File: src/rtl/mem_access_unit.sv
// mem_access_unit: byte-serial RV32I load/store sequencer for a byte-wide data memory
module mem_access_unit #(
  parameter int ADDR_W = 32
) (
  input  logic              clk,
  input  logic              rst_n,
  input  logic              start,
  input  logic              we,
  input  logic [2:0]        funct3,
  input  logic [ADDR_W-1:0] addr,
  input  logic [31:0]       wdata,
  output logic              busy,
  output logic              done,
  output logic              fault,
  output logic [31:0]       rdata,
  output logic [ADDR_W-1:0] mem_out_addr,
  output logic [ADDR_W-1:0] mem_write_addr,
  output logic [7:0]        mem_write_data,
  output logic              mem_we,
  input  logic [7:0]        mem_out_data
);
  typedef enum logic [1:0] {IDLE, ACCESS, DONE} state_t;
  state_t state, state_nx;
  logic lwe;
  logic [2:0] lf3;
  logic [ADDR_W-1:0] laddr;
  logic [31:0] lwd, res, full, ext;
  logic [2:0] n, n_in;
  logic [1:0] k, k_nx;
  logic bad, last, acc;
  assign n_in = funct3[1:0] == 2'b00 ? 3'd1 : funct3[1:0] == 2'b01 ? 3'd2 : 3'd4;
  assign bad = funct3 == 3'b011 || funct3[2:1] == 2'b11
            || (funct3[1:0] == 2'b01 && addr[0])
            || (funct3[1:0] == 2'b10 && addr[1:0] != 2'b00);
  assign acc = state == IDLE && start;
  assign last = {1'b0, k} == n - 3'd1;
  assign k_nx = k + 2'd1;
  assign busy = state != IDLE;
  assign done = state == DONE;
  // state register
  always_ff @(posedge clk or negedge rst_n)
    if (!rst_n) state <= IDLE;
    else state <= state_nx;
  // next state: faulting requests skip ACCESS and go straight to DONE
  always_comb begin
    state_nx = state;
    state_nx = state == IDLE ? (start ? (bad ? DONE : ACCESS) : IDLE)
             : state == ACCESS ? (last ? DONE : ACCESS) : IDLE;
  end
  // merge the byte being read this cycle into the result and extend it
  always_comb begin
    full = res;
    full[{k, 3'b000} +: 8] = mem_out_data;
    ext = lf3 == 3'b000 ? {{24{full[7]}}, full[7:0]}
        : lf3 == 3'b001 ? {{16{full[15]}}, full[15:0]}
        : lf3 == 3'b100 ? {24'd0, full[7:0]}
        : lf3 == 3'b101 ? {16'd0, full[15:0]} : full;
  end
  // request latch, byte sequencing and registered memory-side outputs
  always_ff @(posedge clk or negedge rst_n)
    if (!rst_n) begin
      lwe <= 1'b0;
      lf3 <= 3'd0;
      laddr <= '0;
      lwd <= 32'd0;
      n <= 3'd0;
      k <= 2'd0;
      res <= 32'd0;
      rdata <= 32'd0;
      fault <= 1'b0;
      mem_out_addr <= '0;
      mem_write_addr <= '0;
      mem_write_data <= 8'd0;
      mem_we <= 1'b0;
    end else if (acc) begin
      lwe <= we;
      lf3 <= funct3;
      laddr <= addr;
      lwd <= wdata;
      n <= n_in;
      k <= 2'd0;
      res <= 32'd0;
      rdata <= 32'd0;
      fault <= bad;
      mem_out_addr <= addr;
      mem_write_addr <= addr;
      mem_we <= we && !bad;
      mem_write_data <= (we && !bad) ? wdata[7:0] : 8'd0;
    end else if (state == ACCESS) begin
      if (!lwe) res <= full;
      if (last) begin
        k <= 2'd0;
        rdata <= lwe ? 32'd0 : ext;
        mem_we <= 1'b0;
        mem_write_data <= 8'd0;
        mem_out_addr <= laddr;
        mem_write_addr <= laddr;
      end else begin
        k <= k_nx;
        mem_we <= lwe;
        mem_write_data <= lwe ? lwd[{k_nx, 3'b000} +: 8] : 8'd0;
        mem_out_addr <= laddr + ADDR_W'(k_nx);
        mem_write_addr <= laddr + ADDR_W'(k_nx);
      end
    end
endmodule
File: config.mk
export PLATFORM = sky130hd
export DESIGN_NAME = mem_access_unit
export DESIGN_NICKNAME = d
export VERILOG_FILES = /design/src/rtl/mem_access_unit.sv
export SDC_FILE = /design/constraint.sdc
export NUM_CORES = 1
export LEC_CHECK = 0
export ABC_AREA = 0
export BUFFER_PORTS_ARGS = -buffer_cell sky130_fd_sc_hd__buf_2
export CAP_MARGIN = 25
export CORE_MARGIN = 4
export CORE_UTILIZATION = 29
export CTS_CLUSTER_DIAMETER = 30
export DETAILED_ROUTE_END_ITERATION = 7
export PLACE_DENSITY = 0.55
export SLEW_MARGIN = 20
export SYNTH_ARGS = -nofsm -noshare
export SYNTH_HDL_FRONTEND = slang
export SYNTH_SLANG_ARGS = --single-unit
File: constraint.sdc
create_clock -name clk -period 2.73 [get_ports clk]
set_input_delay 0.273 -clock clk [delete_from_list [all_inputs] [get_ports clk]]
set_output_delay 0.273 -clock clk [all_outputs]
set_load 0.02 [all_outputs]
==> impl_metrics.ini <==
[outcome]
status = completed

[timing]
hold_viol_final = 0
worst_slew_pin_slew_ns = 0.754
maxSlewViolCount = 0
worst_hold_slack_ns = 0.0278
setup_viol = 0
fmax_mhz = 410
finalWorstSetupSlack_ns = 0.289
relSlewSlack = 0.498
period_needed_ns = 2.44
fin_crit_sh = 0.894
fin_skew_ns = 0.0138
rsz0062_at_grt = no
timing.setup.tns_ns = 0

[cells_and_area]
layoutNonFillerInstCount = 1458
multi_input_area_mm2 = 0.00376
regArea_mm2 = 0.00453
nNetsFinal = 1144
fillerInstances = 3020
drive_above_1_share = 0.250
diodes = 0
syn2layout_area_growth_pct = 20.5

[place]
post-dp-hpwl_um = 17000
dp_cells = 1426
place_ws_ns = 0.311
io_buffers = 186
routabilityCongestion = 0.797

[synthesis]
synth_commonest_cells = nand2_1, dfrtp_1, o21ai_0
synth-seq-area-share = 0.516
syn_nets = 997
synth_seq_cells = 181
syn_avg_cell_area_um2 = 9.65
yosysTopAreaCellShare = 0.516
synth_top_flop_cell = dfrtp_1
async_flop_share = 1.00
syn_inst = 909
yosysWarnings = 0
synth_area_leader_cell = dfrtp_1
synth_most_common_cell = nand2_1
synth-edff-count = 0
synth_cell_types = 58
synthTopCellsByArea = dfrtp_1, nand2_1, o21ai_0
syn_area_mm2 = 0.00877

[cts]
clock_latency_ns = 0.43
cts-root-buf = clkbuf_16
cts_setup_buffers = 0
cts_buffers = 17
clock-sinks = 181
cts_tree = built
clockBufferDepth = 2
ctsHtreeMaxLevel = 4
clk_pin_slew_ns = 0.08

[critical_path]
r2r_setup_slack_ns = 0.29
crit_start = k[1]$_DFFE_PN0P_
critPathCaptureType = flip-flop
cp_max_fo = 15
critPathArrivalTime_ns = 2.78
rr_startpoint = k[1]$_DFFE_PN0P_
worstSetupPathType = reg2reg
worstSetupStartpointType = flip-flop
r2r_cells = 9
r2r-end = mem_write_addr[21]$_DFFE_PN0P_
endpoint = mem_write_addr[21]$_DFFE_PN0P_
required_ns = 3.07

[route]
first_pass_iters = 4
ant_nets = 0
drt_iter0_drc = 537
avgViaCountPerCell = 4.84
drc_errors = 0
drt_wl_total_um = 24700
vias = 7060
wl_per_cell_um = 16.9

[job]
maxCapViolations = 0

[global_route]
antenna_found_initial = 2
gr-usage-met3 = 0.0288
grt_pass1_wl_um = 39200
grt.overflow.total = 0
grt_max_degree = 85
use_met1 = 0.218
first_global_vias = 6853
busiest_layer = met2
met2_usage = 0.220
grt.total_usage = 0.147

[power_and_ir_drop]
design_power_total_mw = 12.9
leakagePower_nw = 5.08
power.density_mw_per_mm2 = 1220
peakVddDrop_mv = 0.583

[hold_path]
hp-class = in2reg
hold_start = wdata[30]

[die]
io_pins = 187
die_w_um = 182
start_util = 0.295
fp-row-count = 63
core_area_mm2 = 0.0297
dieArea_mm2 = 0.0331
die_h_um = 182
## worst min-delay path by stage
| stage | endpoint | cells after the start |
|---|---|---|
| 4_1_cts | lwd[30]$_DFFE_PN0P_ | 3 |
| 6_report | lwd[30]$_DFFE_PN0P_ | 3 |
| 3_3_place_gp | res[17]$_DFFE_PN0P_ | 1 |
| 5_1_grt | lwd[18]$_DFFE_PN0P_ | 3 |
| 3_5_place_dp | res[16]$_DFFE_PN0P_ | 1 |
| 2_1_floorplan | fault$_DFFE_PN0P_ | 0 |
## placed cells by master (no fill, tap or decap), types with 3 or more instances in the layout
| master | instances |
|---|---|
| a21oi_1 | 26 |
| a221oi_1 | 16 |
| a22o_1 | 33 |
| a22oi_1 | 18 |
| and2_1 | 3 |
| and3_1 | 11 |
| and4_1 | 3 |
| buf_12 | 3 |
| buf_2 | 185 |
| buf_4 | 22 |
| clkbuf_16 | 17 |
| clkbuf_8 | 3 |
| clkinv_4 | 3 |
| dfrtp_1 | 181 |
| ha_1 | 8 |
| inv_1 | 10 |
| inv_6 | 5 |
| mux4_2 | 8 |
| nand2_1 | 267 |
| nand2b_1 | 4 |
| nand3_1 | 16 |
| nand4_1 | 14 |
| nor2_1 | 8 |
| nor2b_1 | 24 |
| o211ai_1 | 13 |
| o21ai_0 | 66 |
| o22ai_1 | 4 |
| o31ai_1 | 15 |
| or3_1 | 6 |
| xnor2_1 | 4 |
| xor2_1 | 28 |
## critical path, cell delays in order, from the launching register on
cell,delay [ns]
dfrtp_1,0.45
inv_1,0.12
ha_1,0.35
ha_1,0.30
a21oi_1,0.09
a311oi_4,0.26
buf_4,0.30
nand4_1,0.16
xor2_1,0.16
o211ai_1,0.17
## metrics by stage
step,instance area (um2),util
after floorplan,8770,-
after global placement,9980,0.336
after detailed placement,9980,0.336
after CTS,10600,0.356
after global routing,10600,0.356
final,10600,0.356
## repair_timing
item | CTS | global route
hold buffers | 1 | 0
gates resized for setup | 0 | 1
setup endpoints to repair | 0 | 1
endpoints found under the hold margin | 80 | 0
## layer usage
| layer | vias to the layer above | wire [um] |
|---|---|---|
| met5 | - | 20 |
| met4 | 4 | 383 |
| met3 | 27 | 1300 |
| met2 | 206 | 11000 |
| met1 | 3401 | 12000 |
| li1 | 3422 | - |
## flip-flops by register name, summed over array words and instances (netlist names)
register / flops
fault: 1
k: 2
laddr: 32
lf3: 3
lwd: 32
lwe: 1
mem_we: 1
mem_write_addr: 32
mem_write_data: 8
n: 3
rdata: 32
res: 32
state: 2
## cell type report
class / instances / share of cell area
Clock buffer: 19 / 0.0429
Clock inverter: 12 / 0.0111
Inverter: 12 / 0.00426
Multi-Input combinational cell: 632 / 0.356
Sequential cell: 181 / 0.429
Tap cell: 390 / 0.0462
Timing Repair Buffer: 212 / 0.111
## cells by family after synthesis
group / Yosys count / share of synthesized area
AND/OR/NAND/NOR: 375 / 0.194
AO/OA/AOI/OAI: 205 / 0.160
flip-flops: 181 / 0.516
buffers and inverters: 96 / 0.0589
XOR/XNOR: 33 / 0.0338
multiplexers: 10 / 0.0228
adder cells (fa/ha/maj): 9 / 0.0137
## power by group
part / total [mW] / switching (mW) / internal (mW)
Combinational: 5.93 / 3.82 / 2.11
Clock: 2.42 / 1.10 / 1.32
Sequential: 4.51 / 0.818 / 3.69
(Power assumes the default switching activity.)
